**src/rtl/sm3_req_arb.sv**
```systemverilog
// Two-requester round-robin arbiter in front of a single SM3 core.
// Holds the grant for a whole message plus its compression, then routes the digest back.
module sm3_req_arb #(
    parameter int INPT_DW      = 32,
    parameter int INPT_BYTE_DW = INPT_DW / 8
) (
    input  logic                    clk,
    input  logic                    rst_n,
    input  logic [INPT_DW-1:0]      rq0_msg_d,
    input  logic [INPT_BYTE_DW-1:0] rq0_msg_vld_byte,
    input  logic                    rq0_msg_vld,
    input  logic                    rq0_msg_lst,
    output logic                    rq0_msg_rdy,
    input  logic [INPT_DW-1:0]      rq1_msg_d,
    input  logic [INPT_BYTE_DW-1:0] rq1_msg_vld_byte,
    input  logic                    rq1_msg_vld,
    input  logic                    rq1_msg_lst,
    output logic                    rq1_msg_rdy,
    output logic [INPT_DW-1:0]      msg_inpt_d,
    output logic [INPT_BYTE_DW-1:0] msg_inpt_vld_byte,
    output logic                    msg_inpt_vld,
    output logic                    msg_inpt_lst,
    input  logic                    msg_inpt_rdy,
    input  logic [255:0]            cmprss_otpt_res,
    input  logic                    cmprss_otpt_vld,
    output logic [255:0]            res_d,
    output logic                    res_vld0,
    output logic                    res_vld1,
    output logic [1:0]              gnt,
    output logic                    busy,
    output logic                    err
);

    typedef enum logic [1:0] {
        IDLE,
        XFER,
        WAIT_RES
    } state_t;

    state_t state;
    logic   last_gnt;  // index of the requester served most recently
    logic   xfer;

    // NOTE: sequential state uses non-blocking assignments so every register
    // samples pre-edge values regardless of statement order.
    always_ff @(posedge clk or negedge rst_n) begin
        if (!rst_n) begin
            state    <= IDLE;
            gnt      <= 2'b00;
            last_gnt <= 1'b1;
            res_d    <= '0;
            res_vld0 <= 1'b0;
            res_vld1 <= 1'b0;
            err      <= 1'b0;
        end else begin
            res_vld0 <= 1'b0;
            res_vld1 <= 1'b0;
            if (cmprss_otpt_vld && state != WAIT_RES) begin
                err <= 1'b1;
            end
            case (state)
                IDLE: begin
                    if (rq0_msg_vld && rq1_msg_vld) begin
                        gnt   <= last_gnt ? 2'b01 : 2'b10;
                        state <= XFER;
                    end else if (rq0_msg_vld) begin
                        gnt   <= 2'b01;
                        state <= XFER;
                    end else if (rq1_msg_vld) begin
                        gnt   <= 2'b10;
                        state <= XFER;
                    end
                end
                XFER: begin
                    if (msg_inpt_vld && msg_inpt_rdy && msg_inpt_lst) begin
                        state <= WAIT_RES;
                    end
                end
                WAIT_RES: begin
                    if (cmprss_otpt_vld) begin
                        res_d    <= cmprss_otpt_res;
                        res_vld0 <= gnt[0];
                        res_vld1 <= gnt[1];
                        last_gnt <= gnt[1];
                        gnt      <= 2'b00;
                        state    <= IDLE;
                    end
                end
                default: state <= IDLE;
            endcase
        end
    end

    assign xfer = (state == XFER);
    assign busy = (state != IDLE);

    // Zero-latency pass-through; data is zeroed whenever no grant is held.
    // NOTE: every output of this always_comb gets a default first so no latch is inferred.
    always_comb begin
        msg_inpt_d        = '0;
        msg_inpt_vld_byte = '0;
        msg_inpt_vld      = 1'b0;
        msg_inpt_lst      = 1'b0;
        rq0_msg_rdy       = 1'b0;
        rq1_msg_rdy       = 1'b0;
        if (gnt[0]) begin
            msg_inpt_d        = rq0_msg_d;
            msg_inpt_vld_byte = rq0_msg_vld_byte;
            msg_inpt_vld      = xfer & rq0_msg_vld;
            msg_inpt_lst      = xfer & rq0_msg_lst;
            rq0_msg_rdy       = xfer & msg_inpt_rdy;
        end else if (gnt[1]) begin
            msg_inpt_d        = rq1_msg_d;
            msg_inpt_vld_byte = rq1_msg_vld_byte;
            msg_inpt_vld      = xfer & rq1_msg_vld;
            msg_inpt_lst      = xfer & rq1_msg_lst;
            rq1_msg_rdy       = xfer & msg_inpt_rdy;
        end
    end

endmodule

```
**config.mk**
```make
export PLATFORM = sky130hd
export DESIGN_NAME = sm3_req_arb
export DESIGN_NICKNAME = d
export VERILOG_FILES = /design/src/rtl/sm3_req_arb.sv
export SDC_FILE = /design/constraint.sdc
export NUM_CORES = 1
export LEC_CHECK = 0
export ABC_AREA = 1
export BUFFER_PORTS_ARGS = -buffer_cell sky130_fd_sc_hd__clkbuf_2
export CAP_MARGIN = 40
export CORE_AREA = 2 2 248 250
export CTS_BUF_LIST = sky130_fd_sc_hd__clkbuf_4 sky130_fd_sc_hd__clkbuf_8 sky130_fd_sc_hd__clkbuf_16
export DETAILED_ROUTE_END_ITERATION = 16
export DIE_AREA = 0 0 250 252
export GPL_ROUTABILITY_DRIVEN = 1
export PLACE_DENSITY_LB_ADDON = 0.2
export SETUP_SLACK_MARGIN = 0.05
export SLEW_MARGIN = 10
export SYNTH_ARGS = -nofsm -noshare
export SYNTH_HDL_FRONTEND = slang
export SYNTH_SLANG_ARGS = --single-unit
export TNS_END_PERCENT = 50
```
**constraint.sdc**
```tcl
create_clock -name clk -period 2 [get_ports clk]
set_input_delay 0.3 -clock clk [delete_from_list [all_inputs] [get_ports clk]]
set_output_delay 0.3 -clock clk [all_outputs]
set_load 0.01 [all_outputs]
```
==> results of run 1 <==
-- layout make-up --
class                           instances  area [um^2]  share of cell area (%)
Sequential cell                       264         6609                   35.51
Tap cell                              782        978.4                   5.258
Clock buffer                           50         1045                   5.614
Multi-Input combinational cell        908         3831                   20.59
Inverter                                7        38.79                  0.2084
Clock inverter                          9        77.57                  0.4168
Timing Repair Buffer                  904         6031                   32.41
-- worst max-delay path: stages (launching register included) --
cell and delay [ns]:
dfrtp_2 0.46, bufbuf_16 0.31, nor3_2 0.15, buf_2 0.16
-- routing by layer --
| metal | wire, um | track usage, % | vias to the layer above |
|---|---|---|---|
| met5 | 24 | 0 | - |
| met1 | 19300 | 17.45 | 5639 |
| met4 | 1498 | 5.355 | 4 |
| met3 | 3657 | 4.261 | 84 |
| met2 | 22480 | 24.24 | 461 |
| li1 | - | - | 5781 |
-- timing repair --
item / in CTS / in global routing
hold endpoints to repair: 263 / 0
cloned: 1 / 1
hold buffers: 226 / 0
setup endpoints to repair: 35 / 28
buffers inserted: 0 / 2
resized for setup: 9 / 8
-- synthesized netlist by cell type (all sizes together) --
cell type  instances  area share [%]
a21boi             1           0.068
a21o               1           0.068
a21oi              1           0.045
buf               90             5.2
clkbuf             7            0.24
dfrtp            263              60
dfstp              1            0.24
inv                7            0.26
nand2            596              20
nand3            295              13
nor2               7            0.24
nor3               1           0.045
o21ai              6            0.27
-- through the flow --
step	setup slack (ns)	hold slack (ns)	cells	area, um^2	total power, mW
final	0.1109	0.04179	2924	18610	23.01
after global routing	0.01995	0.01629	2924	18610	24.62
after CTS	0.02635	0.0003468	2921	18550	23.30
after detailed placement	0.3885	0.3324	2635	15110	16.42
after global placement	0.4035	0.3422	2635	15110	16.36
after floorplan	0.6212	0.004409	1276	11050	12.19
-- sequential cells by signal (all words and copies together), names as in the netlist --
| signal | flops |
|---|---|
| res_vld0 | 1 |
| res_vld1 | 1 |
| last_gnt | 1 |
| res_d | 256 |
| gnt | 2 |
| err | 1 |
| state | 2 |
-- power groups by stage --
stage | registers [mW] | clock network [mW] | logic [mW]
floorplan | 9.50 | 0 | 2.69
global placement | 8.62 | 0 | 7.74
detailed placement | 8.67 | 0 | 7.75
CTS | 8.65 | 6.42 | 8.23
global route | 8.91 | 6.62 | 9.09
finish | 8.63 | 6.15 | 8.23
-- worst min-delay path by stage --
stage                     cells after the start  slack (ns)                     end                  from
after floorplan                               0       0.004         err$_DFFE_PN0P_                 rst_n
after global placement                        1        0.34  res_d[103]$_DFFE_PN0P_                 rst_n
after detailed placement                      1        0.33  res_d[120]$_DFFE_PN0P_                 rst_n
after CTS                                     3      0.0003  res_d[164]$_DFFE_PN0P_  cmprss_otpt_res[164]
after global routing                          3        0.02   res_d[67]$_DFFE_PN0P_   cmprss_otpt_res[67]
final                                         3        0.04    res_d[8]$_DFFE_PN0P_    cmprss_otpt_res[8]
-- cell families after synthesis --
family,Yosys count
DFF,264
and+or+nand+nor,899
AOI/OAI and AO/OA,9
buffers and inverters,104
==> metrics.yaml, run 1 <==
drt_iter0_markers: 566
p_sw_mw: 8.427
p_seq_share_pct: 37.5
setup_violations: 0
ys_types: 20
vias_per_cell: 4.093
synthAdderAreaFrac_pct: 0
critPathKind: "reg2out"
final_nets: 2456
syn_area_per_cell_um2: 8.659
synth_nets: 1612
dp_hpwl_mm: 32.78
synth_area_mm2: 0.01105
critPathLaunchType: "flip-flop"
power_per_cell_area_mw_per_mm2: 1236
n_fill_cell: 6513
rsz0062_at_grt: "yes"
setup_tns_ns: 0
ant_nets: 0
die_w_um: 250
track_usage_pct: 14.42
wl_mm: 46.96
synth-xor-area-share_pct: 0
fmax_ghz: 0.5294
grt_pass1_wl_mm: 71.59
peakVddDrop_v: 0.0006692
setup.worst_path.start: "gnt[0]$_DFFE_PN0P_"
port_buffers: 637
p_int_mw: 14.58
place_congestion: 0.8738
slew_violations: 0
path_clk_slew_ns: 0.05
status: "completed"
root_buffer: "clkbuf_16"
post_drt_wl_per_cell_um: 16.06
drive_above_1_share_pct: 34.87
fin_crit_sh_pct: 94.46
cts_buffers: 35
muxShareOfSynthArea_pct: 0
rr_worst_depth: 6
ys_warn_count: 0
min_period_ns: 1.889
cap_viol_max_count: 0
diodes: 0
first_pass_iters: 5
cp_max_fo: 20
fin_util_pct: 30.95
die_height_um: 252
tightest_slew_ns: 0.7357
hp-class: "in2reg"
final_cell_mix: "clkbuf_2 (634), nand2_1 (593), nand3_1 (295)"
area_growth_pct: 68.43
p_sw_share_pct: 36.62
critical_path_required_ns: 1.70
synth-seq-area-share_pct: 59.80
vias: 11970
ctsHtreeMaxLevel: 2
synth_top_family_by_area: "simple AND/OR/NAND/NOR gates"
cp_data_arrival_time_ns: 1.59
slew_headroom_pct: 50.95
initial_core_util_pct: 18.37
clockBufferDepth: 3
drc: 0
synthSimpleGateAreaFrac_pct: 34.01
ioPinCount: 638
rr_endpoint: "res_d[61]$_DFFE_PN0P_"
antenna_found_initial: 2
clock_latency_ns: 0.53
p_leak_nw: 10.51
row_count: 90
synth_compound_area_share_pct: 0.4529
endpoint_kind: "output pin"
fin_worst_skew_ns: 0.02711
design.core.area_mm2: 0.06013
cts_sinks: 264
grt_pass1_vias: 12290
cts_tree: "done"
dieArea_mm2: 0.06300
rr_startpoint: "state[0]$_DFFE_PN0P_"
final_common_cell: "clkbuf_2"
r2r_slack_ns: 0.34
hold_viol_final: 0
syn_inst: 1276
grt_max_degree: 92
combPwrFrac_pct: 35.7
p_clk_share_pct: 26.7
endpoint: "rq1_msg_rdy"
synth-seq-cells: 264
grt-ovfl-total: 0
(Power assumes the default switching activity.)
==> run 2, diff against run 1 <==
Settings changed: CORE_AREA 2 2 248 250 to 2 2 249 251, DIE_AREA 0 0 250 252 to 0 0 251 253.
==> run 2 against run 1 <==
First-iteration DRC count grew 36%. Cell count grew 0.92%. Sequential share of layout area shrank 0.47 points. Via count grew 0.88%. Sequential power is essentially flat. Die area grew 0.80%. Clock power grew 0.8%. Utilization is essentially flat. Final area grew 1.4%. Highest routed layer is now met4.
==> metrics.yaml, run 2 (synthesis results as in run 1) <==
reg.largest.list: "res_d x256, gnt x2, state x2"
place_congestion: 0.9046
status: "completed"
ioPinCount: 638
path_cells: "buf_12 -> clkbuf_16 -> nand3_1 -> nand2_1 -> clkbuf_2"
cts_buffers: 35
track_usage_pct: 14.23
max_stage_delay_ns: 0.46
ctsHtreeMaxLevel: 2
cts_tree: "done"
cpLargestDelayFamily: "flip-flops"
critPathKind: "reg2out"
p_leak_nw: 10.62
post_drt_wl_per_cell_um: 15.81
wl_mm: 46.65
finalPower_mw: 23.28
setup_ws_ns: 0.08237
crit_buf_inv: 3
drive_above_1_share_pct: 35.17
first_pass_iters: 6
critical_path_required_ns: 1.70
drc: 0
dpl.cell_count: 2649
clock_latency_ns: 0.53
dieArea_mm2: 0.06350
fin_worst_skew_ns: 0.02743
grt-ovfl-total: 0
rr_startpoint: "state[0]$_DFFE_PN0P_"
tightest_slew_ns: 0.4305
die_w_um: 251
final_common_cell: "clkbuf_2"
fin_crit_sh_pct: 95.88
dp_slack_ns: 0.4213
row_count: 91
hp-class: "in2reg"
min_period_ns: 1.918
drt_iter0_markers: 772
ant_nets: 0
diodes: 0
cap_viol_max_count: 0
design.core.area_mm2: 0.06103
fmax_ghz: 0.5215
slew_headroom_pct: 71.30
largest_reg_flops: 256
initial_core_util_pct: 18.11
grt_pass1_vias: 12660
power_per_cell_area_mw_per_mm2: 1234
clockBufferDepth: 3
rsz0062_at_grt: "yes"
root_buffer: "clkbuf_16"
path_clk_slew_ns: 0.05
rr_worst_depth: 7
cts_sinks: 264
antenna_found_initial: 0
final_cell_mix: "clkbuf_2 (632), nand2_1 (591), nand3_1 (291)"
cp_max_fo: 10
hold_depth: 3
grt_pass1_wl_mm: 71.74
path_depth: 5
setup_tns_ns: 0
setup_violations: 0
dp_hpwl_mm: 33.20
fin_cells: 2951
critPathLaunchType: "flip-flop"
vias_per_cell: 4.091
cp_data_arrival_time_ns: 1.62
fin_util_pct: 30.91
endpoint_kind: "output pin"
grt_max_degree: 62
die_height_um: 253
hold_viol_final: 0
endpoint: "msg_inpt_d[26]"
slew_violations: 0
port_buffers: 637
largest_register: "res_d"
setup.worst_path.start: "gnt[1]$_DFFE_PN0P_"
rr_endpoint: "res_d[73]$_DFFE_PN0P_"
cp_slowest_cell: "dfrtp_2"
peakVddDrop_v: 0.0006226
vias: 12070
r2r_slack_ns: 0.42
final_nets: 2475
area_growth_pct: 70.71
## run 2: changes by cell type in the layout (fill, tap and decap cells not counted), moves of 4 or more
cell,delta
dlygate4sd3_1,+11
buf_12,+5
buf_4,+4
nand3_1,-4
nand3_2,+4
## run 2: power by group
| group | internal (mW) | total (mW) | switching (mW) |
|---|---|---|---|
| registers | 7.40 | 8.61 | 1.20 |
| clock network | 3.77 | 6.20 | 2.44 |
| logic | 3.55 | 8.47 | 4.92 |
| total | 14.7 | 23.3 | 8.56 |
## run 2: metrics by stage
step / hold WS, ns / instance area [um^2]
after detailed placement: 0.2601 / 15180
after CTS: 0.001452 / 18730
after global routing: 0.01570 / 18860
after global placement: 0.2565 / 15180
after floorplan: 0.004409 / 11050
final: 0.04132 / 18860
## run 2: worst reg2reg max path, stage by stage, from the launching register on
cell,delay [ns]
dfrtp_1,0.37
inv_1,0.12
nand2_2,0.13
inv_8,0.17
nand2_8,0.23
buf_12,0.29
nand2_1,0.12
nand2_1,0.06
## run 2: how the worst min path moves through the flow
stage / from / endpoint / slack (ns)
6_report: cmprss_otpt_res[251] / res_d[251]$_DFFE_PN0P_ / 0.04
5_1_grt: cmprss_otpt_res[186] / res_d[186]$_DFFE_PN0P_ / 0.02
4_1_cts: cmprss_otpt_res[189] / res_d[189]$_DFFE_PN0P_ / 0.001
3_5_place_dp: rst_n / res_d[215]$_DFFE_PN0P_ / 0.26
3_3_place_gp: rst_n / res_d[212]$_DFFE_PN0P_ / 0.26
2_1_floorplan: rst_n / err$_DFFE_PN0P_ / 0.004
## run 2: final cells by class
type                            instances  area, um^2
Fill cell                            6486       42170
Sequential cell                       264        6609
Timing Repair Buffer                  923        6252
Multi-Input combinational cell        908        3851
Clock buffer                           51        1052
Tap cell                              790       988.4
Clock inverter                          8       75.07
Inverter                                7       33.78
## run 2: layer usage
metal | routed length (um) | up-vias | global-route usage [%]
met5 | 0 | - | 0
met4 | 1381 | 0 | 4.830
met3 | 3703 | 72 | 4.369
met2 | 22720 | 468 | 24.33
met1 | 18840 | 5716 | 16.93
li1 | - | 5818 | -
## run 2: repair_timing
action	CTS	global route
gates cloned	0	2
endpoints found under the hold margin	268	0
setup buffers	2	2
hold buffers	237	0
gates resized for setup	7	16
setup endpoints to repair	12	27
==> run 3, diff against run 2 <==
Settings changed: ABC_AREA 1 to 0.
==> run 3 against run 2 <==
The flow now finishes with violations (negative setup slack). Power fell by 14%. Sequential cell count did not move. Register-to-register slack got worse by 0.06 ns. Utilization fell by 0.51 points. Critical path type unchanged. Critical endpoint is now msg_inpt_d[13]. Highest routed layer unchanged.
==> metrics.yaml, run 3 <==
status: "complete, but fails checks"
violations: "negative setup slack"
track_usage_pct: 10.97
use_met3_pct: 2.796
synth_top_area_share_pct: 63.51
cap_viol_max_count: 0
dieArea_mm2: 0.06350
setup_ws_ns: -0.02225
ys.flop_type: "dfrtp_1"
path_cells: "nor2b_4 -> buf_12 -> buf_12 -> a22o_1 -> buf_2"
cts_sinks: 264
top_usage_layer: "met2"
critical_path_required_ns: 1.70
synthArstFlopShare_pct: 100.0
synth-seq-area-share_pct: 63.76
grt_pass1_wl_mm: 55.40
min_period_ns: 2.022
peakVddDrop_v: 0.0005784
row_count: 91
cp_data_arrival_time_ns: 1.72
grt-ovfl-total: 0
dpl.cell_count: 2052
combPwrFrac_pct: 33.5
area_growth_pct: 79.04
grt_pass1_vias: 9600
largest_reg_flops: 256
cp_slowest_cell: "dfrtp_2"
drc: 0
clock_latency_ns: 0.59
grt_max_degree: 60
synth.most_common_cell: "dfrtp_1"
ys_types: 26
rsz0062_at_grt: "yes"
reg.largest.list: "res_d x256, gnt x2, state x2"
met2_usage_pct: 19.30
fmax_ghz: 0.4945
syn_area_per_cell_um2: 16.37
post_dp_cell_area_mm2: 0.01467
p_seq_share_pct: 37.6
max_stage_delay_ns: 0.43
ys_warn_count: 0
synth_common_cells: "dfrtp_1 (263), mux2_2 (256), a22o_1 (34), buf_6 (24), buf_2 (9)"
p_sw_share_pct: 30.93
cpLargestDelayFamily: "flip-flops"
crit_buf_inv: 3
critPathLaunchType: "flip-flop"
p_leak_nw: 9.981
fin_cells: 2374
antenna_found_initial: 0
vias: 8891
ctsHtreeMaxLevel: 1
fin_util_pct: 30.40
vias_per_cell: 3.745
final_common_cell: "clkbuf_2"
cts_buffers: 31
syn_inst: 633
synth_edf_count: 0
slew_violations: 0
ant_nets: 0
power_per_cell_area_mw_per_mm2: 1073
fin_worst_skew_ns: 0.01898
fin_crit_sh_pct: 101.1
port_buffers: 637
root_buffer: "clkbuf_16"
p_clk_share_pct: 28.9
tightest_slew_ns: 0.6148
critPathKind: "reg2out"
hp-class: "in2reg"
post_drt_wl_per_cell_um: 15.52
first_pass_iters: 4
grtUsageMet1_pct: 13.13
hold_viol_final: 0
cp_common_cell: "buf_12"
final_cell_mix: "clkbuf_2 (605), dfrtp_1 (260), dlygate4sd3_1 (259)"
yosysTopAreaCell: "dfrtp_1"
ioPinCount: 638
drt_iter0_markers: 267
design.core.area_mm2: 0.06103
wl_mm: 36.83
synth_nets: 969
place_congestion: 0.7500
diodes: 0
finalPower_mw: 19.91
endpoint_kind: "output pin"
dp_hpwl_mm: 27.37
die_w_um: 251
setup_tns_ns: -0.07519
synth_area_mm2: 0.01036
final_nets: 1900
path_clk_slew_ns: 0.06
dp_slack_ns: 0.2992
cts_tree: "done"
ys_top_cells_by_area: "dfrtp_1 (64%), mux2_2 (28%), a22o_1 (2.9%)"
p_int_mw: 13.75
cp_max_fo: 8
die_height_um: 253
whs_ns: 0.1074
setup_violations: 6
initial_core_util_pct: 16.98
drive_above_1_share_pct: 63.26
final_area_mm2: 0.01855
p_sw_mw: 6.159
largest_register: "res_d"
synth-seq-cells: 264
clockBufferDepth: 3
slew_headroom_pct: 59.01
-- run 3: cell types whose count changed in the layout (fill, tap and decap cells not counted), moves of 4 or more --
cell and change:
buf_6 +4, nand3_1 -289, clkbuf_16 -6, dlygate4sd3_1 +22
mux2_2 +256, a22o_1 +34, buf_16 +4, buf_4 -10
nand2_1 -586, buf_2 +25, clkbuf_2 -27, nand2_2 -4
-- run 3: worst min-delay path, stage by stage --
cell      delay (ns)
clkbuf_2        0.13
nor3_1          0.14
a311oi_1        0.07
-- run 3: cells by family (layout without fill, tap and decap cells) --
group	count (synthesis)	after routing	synth area share (%)
muxes	257	257	27.92
and+or+nand+nor	25	25	1.364
DFF	264	264	63.76
buffers and inverters	42	993	3.369
AOI/OAI and AO/OA	45	45	3.586
-- run 3: routing by layer --
metal  vias to the layer above  wire length, um
li1                       4128                -
met1                      4366            14530
met2                       344            18840
met3                        53             2401
met4                         0             1063
met5                         -                0
-- run 3: path summary, 6_finish.rpt --
kind | startpoint | to | slack (ns) | cells after the start
max | gnt[0]$_DFFE_PN0P_ | msg_inpt_d[13] | -0.02 | 5
min | rq0_msg_vld | state[0]$_DFFE_PN0P_ | 0.11 | 3
max reg2reg | state[0]$_DFFE_PN0P_ | res_d[176]$_DFFE_PN0P_ | 0.36 | 4
min reg2reg | err$_DFFE_PN0P_ | err$_DFFE_PN0P_ | 0.46 | 1
max in group asynchronous | rst_n | last_gnt$_DFFE_PN1P_ | 1.03 | 3
min in group asynchronous | rst_n | res_d[176]$_DFFE_PN0P_ | 0.29 | 2
-- run 3: power groups by stage --
stage / Clock [mW] / Combinational, mW / Sequential [mW]
after floorplan: 0 / 2.17 / 8.14
after global placement: 0 / 5.73 / 7.51
after detailed placement: 0 / 5.75 / 7.55
after CTS: 6.04 / 6.80 / 7.48
after global routing: 6.25 / 7.17 / 7.68
final: 5.76 / 6.67 / 7.48
-- run 3: final cells by class --
type	count	area [um^2]
Clock inverter	7	102.6
Sequential cell	264	6611
Tap cell	790	988.4
Fill cell	6254	42480
Timing Repair Buffer	936	6444
Clock buffer	46	932.1
Inverter	4	27.53
Multi-Input combinational cell	327	3447
-- run 3: what timing repair did --
| item | in CTS | in global routing |
|---|---|---|
| endpoints found under the hold margin | 304 | 0 |
| setup buffers | 7 | 0 |
| resized for setup | 23 | 43 |
| setup endpoints to repair | 40 | 41 |
| cloned | 5 | 0 |
| hold buffers | 259 | 0 |
| pin swaps | 2 | 5 |
